$ cat config.mk
export PLATFORM = sky130hd
export DESIGN_NAME = div8by4_seq
export DESIGN_NICKNAME = d
export VERILOG_FILES = /design/src/rtl/div_pkg.sv /design/src/rtl/div_step.sv /design/src/rtl/div8by4_seq.sv
export SDC_FILE = /design/constraint.sdc
export NUM_CORES = 1
export LEC_CHECK = 0
export ABC_AREA = 1
export BUFFER_PORTS_ARGS = -buffer_cell sky130_fd_sc_hd__buf_2
export CAP_MARGIN = 15
export CELL_PAD_IN_SITES_DETAIL_PLACEMENT = 1
export CELL_PAD_IN_SITES_GLOBAL_PLACEMENT = 1
export CORE_MARGIN = 5
export CORE_UTILIZATION = 44
export CTS_CLUSTER_SIZE = 25
export DETAILED_ROUTE_END_ITERATION = 8
export HOLD_SLACK_MARGIN = 0.02
export PLACE_DENSITY = 0.92
export SETUP_SLACK_MARGIN = 0.15
export SYNTH_ARGS = -nofsm -noshare
export SYNTH_HDL_FRONTEND = slang
export SYNTH_SLANG_ARGS = --single-unit
$ cat constraint.sdc
create_clock -name clk -period 2.2 [get_ports clk]
set_input_delay 0.66 -clock clk [delete_from_list [all_inputs] [get_ports clk]]
set_output_delay 0.66 -clock clk [all_outputs]
set_load 0.01 [all_outputs]
$ cat src/rtl/div_pkg.sv
// Shared widths, state encoding and iteration constants for the div8by4_seq divider.
// DIV_RADIX4_EN selects two quotient bits per cycle instead of one.
package div_pkg;

   localparam int DIVIDEND_W = 8;
   localparam int DIVISOR_W  = 4;
   localparam int REM_W      = DIVISOR_W + 1;

`ifdef DIV_RADIX4_EN
   localparam int STEPS_PER_CYC = 2;
`else
   localparam int STEPS_PER_CYC = 1;
`endif

   localparam int ITERS = DIVIDEND_W / STEPS_PER_CYC;
   localparam int CNT_W = $clog2(ITERS);

   typedef enum logic [1:0] {
      IDLE,
      CALC,
      DONE
   } state_t;

endpackage

$ cat src/rtl/div_step.sv
// One combinational restoring-division step: shift in the next dividend bit,
// subtract the divisor when it fits, and report the resulting quotient bit.
module div_step
   import div_pkg::*;
(
   input  logic [REM_W-1:0]     rem_in,
   input  logic                 bit_in,
   input  logic [DIVISOR_W-1:0] B,
   output logic [REM_W-1:0]     rem_out,
   output logic                 q_bit
);

   logic [REM_W-1:0] shifted;

   assign shifted = {rem_in[REM_W-2:0], bit_in};

   // A set top bit on the incoming remainder means the shifted value overflowed
   // REM_W bits, so it certainly exceeds any 4-bit divisor.
   assign q_bit   = rem_in[REM_W-1] | (shifted >= {1'b0, B});
   assign rem_out = q_bit ? (shifted - {1'b0, B}) : shifted;

endmodule

$ cat src/rtl/div8by4_seq.sv
// Sequential restoring divider, 8-bit dividend by 4-bit divisor, valid/ready on both sides.
// Define DIV_RADIX4_EN to retire two quotient bits per CALC cycle.
module div8by4_seq
   import div_pkg::*;
(
   input  logic                  clk,
   input  logic                  rst_n,
   input  logic                  in_valid,
   output logic                  in_ready,
   input  logic [DIVIDEND_W-1:0] P,
   input  logic [DIVISOR_W-1:0]  B,
   output logic                  out_valid,
   input  logic                  out_ready,
   output logic [DIVIDEND_W-1:0] Q,
   output logic [DIVISOR_W-1:0]  R,
   output logic                  dz
);

   localparam logic [CNT_W-1:0] LAST_CNT = CNT_W'(ITERS - 1);

   state_t                  state, state_next;
   logic [CNT_W-1:0]        cnt;
   logic [DIVIDEND_W-1:0]   dvd;
   logic [DIVISOR_W-1:0]    divisor;
   logic [REM_W-1:0]        rem;
   logic [REM_W-1:0]        rem_step;
   logic [DIVIDEND_W-1:0]   q_acc;
   logic [DIVIDEND_W-1:0]   q_acc_next;
   logic [STEPS_PER_CYC-1:0] q_bits;

`ifdef DIV_RADIX4_EN
   logic [REM_W-1:0] rem_mid;

   div_step u_step_hi (
      .rem_in  (rem),
      .bit_in  (dvd[DIVIDEND_W-1]),
      .B       (divisor),
      .rem_out (rem_mid),
      .q_bit   (q_bits[1])
   );

   div_step u_step_lo (
      .rem_in  (rem_mid),
      .bit_in  (dvd[DIVIDEND_W-2]),
      .B       (divisor),
      .rem_out (rem_step),
      .q_bit   (q_bits[0])
   );
`else
   div_step u_step (
      .rem_in  (rem),
      .bit_in  (dvd[DIVIDEND_W-1]),
      .B       (divisor),
      .rem_out (rem_step),
      .q_bit   (q_bits[0])
   );
`endif

   assign q_acc_next = {q_acc[DIVIDEND_W-STEPS_PER_CYC-1:0], q_bits};
   assign in_ready   = (state == IDLE);
   assign out_valid  = (state == DONE);

   always_ff @(posedge clk) begin
      if (!rst_n) begin
         state <= IDLE;
      end else begin
         state <= state_next;
      end
   end

   always_comb begin
      state_next = state;
      case (state)
         IDLE: if (in_valid)        state_next = CALC;
         CALC: if (cnt == LAST_CNT) state_next = DONE;
         DONE: if (out_ready)       state_next = IDLE;
         default:                   state_next = IDLE;
      endcase
   end

   // Results are published only on the final CALC step so Q/R/dz hold steady otherwise.
   always_ff @(posedge clk) begin
      if (!rst_n) begin
         cnt     <= '0;
         dvd     <= '0;
         divisor <= '0;
         rem     <= '0;
         q_acc   <= '0;
         Q       <= '0;
         R       <= '0;
         dz      <= 1'b0;
      end else begin
         case (state)
            IDLE: begin
               if (in_valid) begin
                  dvd     <= P;
                  divisor <= B;
                  rem     <= '0;
                  cnt     <= '0;
                  q_acc   <= '0;
               end
            end
            CALC: begin
               rem   <= rem_step;
               dvd   <= dvd << STEPS_PER_CYC;
               q_acc <= q_acc_next;
               cnt   <= cnt + 1'b1;
               if (cnt == LAST_CNT) begin
                  Q  <= q_acc_next;
                  R  <= rem_step[DIVISOR_W-1:0];
                  dz <= (divisor == '0);
               end
            end
            default: ;
         endcase
      end
   end

endmodule

# ---- Word level (Yosys, flattened, before mapping)
# Cells that the tools add are included.
# Widths: inputs -> output; s select.
dict set report op_classes {
  add_sub_neg 2
  mul 0
  div_mod_pow 0
  n_lt_le_gt_ge 1
  n_eq_ne 6
  shifts 0
  muxes 13
  n_bitwise 1
  n_reduce_logical 7
}
# cell n
set op_table {}
lappend op_table {{$pmux 8 s2} 1}
lappend op_table {{$pmux 7 s2} 1}
lappend op_table {{$mux 5} 2}
lappend op_table {{$pmux 5 s2} 1}
lappend op_table {{$mux 8} 1}
lappend op_table {{$mux 7} 1}
lappend op_table {{$mux 2} 3}
lappend op_table {{$pmux 2 s3} 1}
lappend op_table {{$pmux 3 s2} 1}
lappend op_table {{$reduce_and 2->1} 3}
lappend op_table {{$ge 5x4->1} 1}
lappend op_table {{$sub 5x4->5} 1}
lappend op_table {{$logic_not 4->1} 1}
lappend op_table {{$ne 2x2->1 const B} 2}
lappend op_table {{$add 3x1->3 const B} 1}
lappend op_table {{$eq 3x3->1 const B} 1}
lappend op_table {{$mux 3} 1}
lappend op_table {{$reduce_and 3->1} 1}
lappend op_table {{$eq 2x1->1 const B} 1}
lappend op_table {{$eq 2x2->1 const B} 1}
lappend op_table {{$logic_not 2->1} 1}
lappend op_table {{$ne 2x1->1 const B} 1}
lappend op_table {{$reduce_bool 2->1} 1}
lappend op_table {{$or 1x1->1} 1}
dict set report totals {
  ff_bits 42
  latch_bits 0
  ramBits 0
  romBits 0
  in_bits 16
  output_inout_bits 15
  elab_cells 39
  memories 0
}

# ---- Longest topological paths before layout
# Gate-level depths: netlist of the first run.
dict set report depth {
  word_depth 4
  ltp_mapped 12
  depth_no_buf 12
}

# ---- Modules after synthesis
# Synthesis of the first run repeated with hierarchy kept, for this count alone.
dict set report unflattened {
  cells_unflattened 281
  area_unflattened_um2 2055.7
}
# mod n_inst cells_per_inst area_per_inst_um2
set by_module_without_submodules {}
lappend by_module_without_submodules {div8by4_seq 1 232 1761.7}
lappend by_module_without_submodules {div_step 1 49 294.0}

# ---- Worst setup path before layout of the first run
# No wires, ideal clock.
dict set report synth_path {
  kind {reg-to-reg}
  from {register dvd[7]}
  to {register R[2]}
  arrival_ps 1323
  slack_ps 768
  path_stages_with_launch 12
  n_path_buf 0
  period_less_slack_ps 1432
  path_cell_list {dfxtp_1 inv_1 ha_1 inv_1 fa_1 xor2_1 inv_1 nand2_1 nand2_1 nand2_1 nand2_1 inv_1}
}
dict set report synth_between {
  elab_chain_len 3
  word_cells_on_any_way 4
  classes_between {add/sub (1); order compare (1); mux (1); bitwise (1)}
}
# item line
set synth_rtl {}
lappend synth_rtl {{start: declaration} div8by4_seq.sv:23} ;# logic [DIVIDEND_W-1:0] dvd;
lappend synth_rtl {{start signal: assignment} div8by4_seq.sv:105} ;# dvd <= dvd << STEPS_PER_CYC;
lappend synth_rtl {{$ge 5x4->1} div_step.sv:19} ;# assign q_bit = rem_in[REM_W-1] | (shifted >= {1'b0, B});
lappend synth_rtl {{$or 1x1->1} div_step.sv:19}
lappend synth_rtl {{$mux 5 (*)} div_step.sv:20} ;# assign rem_out = q_bit ? (shifted - {1'b0, B}) : shifted;
lappend synth_rtl {{end signal: assignment} div8by4_seq.sv:110} ;# R <= rem_step[DIVISOR_W-1:0];
lappend synth_rtl {{end: declaration} div8by4_seq.sv:15} ;# output logic [DIVISOR_W-1:0] R,
# Every way passes the cells marked *; elsewhere a longest branch is shown, timed or not.
# A chain may end at the register's enable or synchronous reset.

# ---- Worst setup path in the final report of the first run
dict set report layout_path {
  from {register divisor[2]}
  to {register rem[0]}
}
dict set report layout_between {
  elab_chain_len 4
}
# item line
set layout_rtl {}
lappend layout_rtl {{start: declaration} div8by4_seq.sv:24} ;# logic [DIVISOR_W-1:0] divisor;
lappend layout_rtl {{start signal: assignment} div8by4_seq.sv:86} ;# divisor <= '0;
lappend layout_rtl {{start signal: assignment} div8by4_seq.sv:97} ;# divisor <= B;
lappend layout_rtl {{$ge 5x4->1} div_step.sv:19}
lappend layout_rtl {{$or 1x1->1} div_step.sv:19}
lappend layout_rtl {{$mux 5} div_step.sv:20}
lappend layout_rtl {{$pmux 5 s2} div8by4_seq.sv:93} ;# case (state)
lappend layout_rtl {{end signal: assignment} div8by4_seq.sv:104} ;# rem <= rem_step;
lappend layout_rtl {{end: declaration} div8by4_seq.sv:25} ;# logic [REM_W-1:0] rem;
# No other way between the ends.

==> results of run 1 <==
## cell usage after synthesis, types with 2 or more instances
cell,n
buf_6,2
nand3_1,9
o21a_1,3
o21ai_0,18
a21oi_2,5
nand2_2,6
nand2_4,3
nand2_1,67
buf_2,2
inv_1,28
inv_2,2
nor2_1,10
o21ai_1,4
clkbuf_1,2
a21oi_1,31
ha_1,6
dfxtp_1,42
## per-layer routing
metal / share of wire / track usage
met1: 0.41 / 0.203
met2: 0.52 / 0.314
met3: 0.045 / 0.0527
met4: 0.029 / 0.0909
met5: 0 / 0
## how the worst max path moves through the flow
stage / slack (ns) / cells past startpoint / endpoint
final: 0.39 / 9 / rem[0]
after global routing: 0.28 / 11 / R[1]
after CTS: 0.43 / 11 / R[0]
after detailed placement: 0.52 / 11 / R[0]
after global placement: 0.60 / 11 / R[2]
after floorplan: 0.77 / 11 / R[2]
## power groups by stage
stage	sequential, mW	combinational (mW)	clock [mW]
global placement	0.846	0.422	0
floorplan	0.841	0.356	0
global route	0.836	0.521	0.565
detailed placement	0.849	0.452	0
CTS	0.831	0.469	0.532
finish	0.831	0.474	0.516
## flip-flops by register name (all words and copies together) (netlist names)
signal / cells
Q: 8
dvd: 8
q_acc: 7
rem: 5
R: 4
divisor: 4
cnt: 3
state: 2
dz: 1
## cell families (layout without fill, tap and decap cells)
kind of cell,after synthesis,after routing
AND/OR/NAND/NOR,101,101
flip-flops,42,42
adder cells (fa/ha/maj),7,7
buffers and inverters,40,72
XOR/XNOR,1,1
AO/OA/AOI/OAI,63,63
## worst max-delay path, stage by stage (launching register included)
cell and delay [ns]:
dfxtp_1 0.32, inv_1 0.07, ha_1 0.38, a21oi_1 0.19, nand2_1 0.11, nand2_1 0.18, nand2_2 0.14, nand2_1 0.13
nand3_1 0.10, a21oi_2 0.13
## stage by stage
stage | cells | utilization
2_1_floorplan | 254 | -
3_3_place_gp | 330 | 0.488
3_5_place_dp | 330 | 0.488
4_1_cts | 338 | 0.510
5_1_grt | 338 | 0.510
6_report | 338 | 0.510
## layout make-up
cell class / count / area share
clock buffers: 6 / 0.0374
clock inverters: 2 / 0.00567
inverters: 31 / 0.0550
multi-input cells: 172 / 0.413
flip-flops and latches: 42 / 0.381
well taps: 52 / 0.0295
repair buffers: 33 / 0.0782
==> impl_metrics.ini, run 1 <==
[synthesis]
async_flop_share = 0
synth_fa_ha_area_frac = 0.0486
yosysTopAreaCell = dfxtp_1
synth_edf_count = 0
synth-simple-area-share = 0.237
synth_nets = 277
muxShareOfSynthArea = 0
synth_area_sq_um = 1960
synth_area_leaders = dfxtp_1 (43%), nand2_1 (13%), a21oi_1 (7.9%), inv_1 (5.4%), o21ai_0 (4.6%)
synth_top_family_by_area = simple AND/OR/NAND/NOR gates
synth_compound_area_frac = 0.176
ys_ff_latch = 42
yosys_warnings = 0
yosysUniqueCellTypes = 31
yosysSeqAreaShare = 0.430
synth_top_area_share = 0.430
synthCells = 254
syn_avg_cell_area_sq_um = 7.70
synthFlopType = dfxtp_1
synthXorXnorAreaFrac = 0.00448

[place]
placed_area_sq_um = 2110
port_buffers = 30
place_ws_ns = 0.523
post-dp-hpwl_mm = 3.65
place_congestion = 0.885

[floorplanning]
die_w_microns = 76.7
core_sq_um = 4320
placementRows = 24
dieArea_sq_um = 5880
initial_core_util = 0.453
io_pins = 31
die_h_microns = 76.7

[power]
comb_power_share = 0.260
p_sw_frac = 0.337
p_int_mw = 1.21
total_power_mw = 1.82
leakage_nw = 1.01
p_switching_mw = 0.615
seq_power_share = 0.456
clkPwrFrac = 0.284
powerDensity_nw_per_um2 = 825
ir_worst_vdd_mv = 0.473

[timing]
worst_pin_slew_ns = 0.307
slew_violations = 0
setup_viol = 0
clock_skew_ns = 0.00623
setup_slack_ns = 0.390
period_share = 0.823
fmax_mhz = 552
tns_ns = 0
period_needed_ns = 1.81
maxSlewHeadroom = 0.795
whs_ns = 0.461
grt_setup_unrepaired = no
hold_viol = 0

[hold_path]
whs_path_depth = 2
hp-class = reg2reg
hold_end = dvd[6]
worstHoldStart = dvd[6]

[clock_network]
root_buffer = clkbuf_8
clock_sinks = 42
cts_hold_buf = 0
clk_path_buf_depth = 2
path_clk_slew_ns = 0.08
post-cts-setup-buffers = 0
cts_buffers = 5
post_cts_resized = 0
cts_tree = done
htreeDepth = 2
insertion_delay_ns = 0.30

[job]
cap_violations = 0

[critical_path]
end_kind = flop
cp_max_fo = 6
critical_path_class = reg2reg
timing.rr.end = rem[0]
worstPathArrival_ns = 2.04
cp_data_required_time_ns = 2.43
r2r-start = divisor[2]
reg2reg_depth = 9
crit_start = divisor[2]
r2r_slack_ns = 0.39
cp-start-kind = flop

[global_routing]
grt_pass1_wl_mm = 8.73
grt_util_all_layers = 0.182
grt_overflow = 0
grt_pass1_vias = 1863
antenna_found_initial = 0
grt_start_max_net_pins = 28

[final_layout]
fin_area_sq_um = 2210
multiInputGateArea_sq_um = 912
drive_above_1_share = 0.217
diodes = 0
final_cell_mix = nand2_1 (67), dfxtp_1 (42), a21oi_1 (31), buf_2 (30), inv_1 (28)
regArea_sq_um = 841
fill_cells = 554
layout_commonest_cell = nand2_1
synthToLayoutAreaGrowth_pct = 12.8
final_nets = 308

[detailed_routing]
ant_nets = 0
drtPass1Iterations = 4
avgViaCountPerCell = 5.28
avgRoutedWirePerCell_microns = 15.1
wl_mm = 5.11
num_vias = 1783
drt_iter0_markers = 83
drcViolationCount = 0

[outcome]
status = finished clean
No activity file was read; power rests on OpenSTA's default activity.
==> run 2: changes to the inputs <==
--- a/config.mk
+++ b/config.mk
@@ -11,11 +11,11 @@
 export CELL_PAD_IN_SITES_DETAIL_PLACEMENT = 1
 export CELL_PAD_IN_SITES_GLOBAL_PLACEMENT = 1
 export CORE_MARGIN = 5
-export CORE_UTILIZATION = 44
+export CORE_UTILIZATION = 36
 export CTS_CLUSTER_SIZE = 25
 export DETAILED_ROUTE_END_ITERATION = 8
 export HOLD_SLACK_MARGIN = 0.02
-export PLACE_DENSITY = 0.92
+export PLACE_DENSITY = 0.81
 export SETUP_SLACK_MARGIN = 0.15
 export SYNTH_ARGS = -nofsm -noshare
 export SYNTH_HDL_FRONTEND = slang
==> constraint.sdc (replaced) <==
create_clock -name clk -period 1.59 [get_ports clk]
set_input_delay 0.477 -clock clk [delete_from_list [all_inputs] [get_ports clk]]
set_output_delay 0.477 -clock clk [all_outputs]
set_load 0.01 [all_outputs]
==> run 2 against run 1 <==
Against the previous run: sequential share of layout area shrank 3.4 points; sequential cell count is the same; final area grew 11%.
==> impl_metrics.ini, run 2 (synthesis gave the netlist of run 1 again) <==
[critical_path]
slowest_stage = fa_2
crit_end = R[2]
cp_data_required_time_ns = 1.79
r2r_slack_ns = 0.09
reg2reg_depth = 11
r2r-start = dvd[7]
worstPathArrival_ns = 1.70
crit_chain = inv_2, ha_4, inv_2, fa_2, xor2_1, inv_1, nand2_2, nand2_1, nand2_1, nand2_1, inv_1
crit_start = dvd[7]
cp_max_fo = 2
critical_path_class = reg2reg
path_delay_family = adder cells
timing.rr.end = R[2]
max_stage_delay_ns = 0.35
crit_cells = 11
end_kind = flop
cpMostUsedCell = nand2_1
cp-start-kind = flop
crit_buf_inv = 4

[clock_network]
clock_sinks = 42
insertion_delay_ns = 0.29
cts_hold_buf = 0
path_clk_slew_ns = 0.08
clk_path_buf_depth = 2
cts_buffers = 5
cts_tree = done
root_buffer = clkbuf_8
htreeDepth = 2

[power]
powerDensity_nw_per_um2 = 1150
leakage_nw = 1.10
seq_power_share = 0.413
ir_worst_vdd_mv = 0.572
p_sw_frac = 0.321
p_switching_mw = 0.904
clkPwrFrac = 0.292
p_int_mw = 1.91
comb_power_share = 0.294

[detailed_routing]
num_vias = 1794
drtPass1Iterations = 4
wl_mm = 5.32
drcViolationCount = 0
ant_nets = 0
avgRoutedWirePerCell_microns = 14.4
drt_iter0_markers = 52
avgViaCountPerCell = 4.85

[global_routing]
met2_usage = 0.256
grt_pass1_vias = 1889
antenna_found_initial = 0
grtUsageMet3 = 0.0365
grt_start_max_net_pins = 25
grt_overflow = 0
grt_util_met1 = 0.198
busiest_layer = met2
grt_pass1_wl_mm = 8.91
grt_util_all_layers = 0.155

[outcome]
status = finished clean

[timing]
hold_viol = 0
slew_violations = 0
whs_ns = 0.444
setup_viol = 0
clock_skew_ns = 0.00825
tns_ns = 0
period_share = 0.945
worst_pin_slew_ns = 0.363
maxSlewHeadroom = 0.758
fmax_mhz = 666
grt_setup_unrepaired = yes
setup_slack_ns = 0.0879
period_needed_ns = 1.50

[final_layout]
fin_cells = 370
diodes = 0
final_cell_mix = nand2_1 (60), dfxtp_1 (34), a21oi_1 (30), buf_2 (30), inv_1 (22)
drive_above_1_share = 0.343
final_nets = 322
top_regs = Q (8), dvd (8), q_acc (7)
fin_area_sq_um = 2450
synthToLayoutAreaGrowth_pct = 25.3
layout_commonest_cell = nand2_1

[floorplanning]
io_pins = 31
core_sq_um = 5200
initial_core_util = 0.376
placementRows = 26
die_h_microns = 83.7
dieArea_sq_um = 7010
die_w_microns = 83.7

[place]
post-dp-hpwl_mm = 3.53
port_buffers = 30
place_ws_ns = -0.00205
placed_area_sq_um = 2180
dp.cells = 354
place_congestion = 0.819

[hold_path]
hp-class = in2reg

[job]
cap_violations = 0
run 2: power by group through the flow:
stage / registers [mW] / clock network [mW] / logic (mW)
2_1_floorplan: 1.16 / 0 / 0.493
3_3_place_gp: 1.17 / 0 / 0.623
3_5_place_dp: 1.17 / 0 / 0.640
4_1_cts: 1.16 / 0.854 / 0.723
5_1_grt: 1.17 / 0.894 / 0.933
6_report: 1.16 / 0.822 / 0.828
run 2: timing repair:
item                                    4_1_cts  5_1_grt
setup buffers                                 3        5
resized for setup                            20       14
pin swaps                                    12       14
endpoints found under the setup margin       18       27
run 2: layout make-up:
| class | count | area (sq um) |
|---|---|---|
| Fill cell | 673 | 2750 |
| Clock inverter | 1 | 30.0 |
| Tap cell | 70 | 87.6 |
| Clock buffer | 7 | 76.3 |
| Multi-Input combinational cell | 172 | 1000 |
| Inverter | 31 | 126 |
| Timing Repair Buffer | 47 | 278 |
| Sequential cell | 42 | 851 |
run 2: worst min-delay path by stage:
stage	from	endpoint	slack, ns	cells past startpoint
after floorplan	dvd[2]	dvd[2]	0.42	2
after global placement	dvd[2]	dvd[2]	0.44	2
after detailed placement	dvd[3]	dvd[3]	0.45	2
after CTS	out_ready	state[1]	0.44	4
after global routing	P[0]	dvd[0]	0.46	3
final	out_ready	state[1]	0.44	4
run 2: metal layers:
metal,up-vias,wire (microns)
li1,899,-
met1,843,2410
met3,14,188
met2,38,2590
met5,-,0
met4,0,135
run 2: tightest hold or removal path, stage by stage:
cell	delay (ns)
buf_2	0.08
inv_1	0.03
nand2_1	0.05
a21oi_1	0.05
run 2: metrics by stage:
stage / total power, mW / utilization
global route: 3.00 / 0.471
floorplan: 1.66 / -
CTS: 2.73 / 0.457
global placement: 1.79 / 0.419
finish: 2.81 / 0.471
detailed placement: 1.81 / 0.419
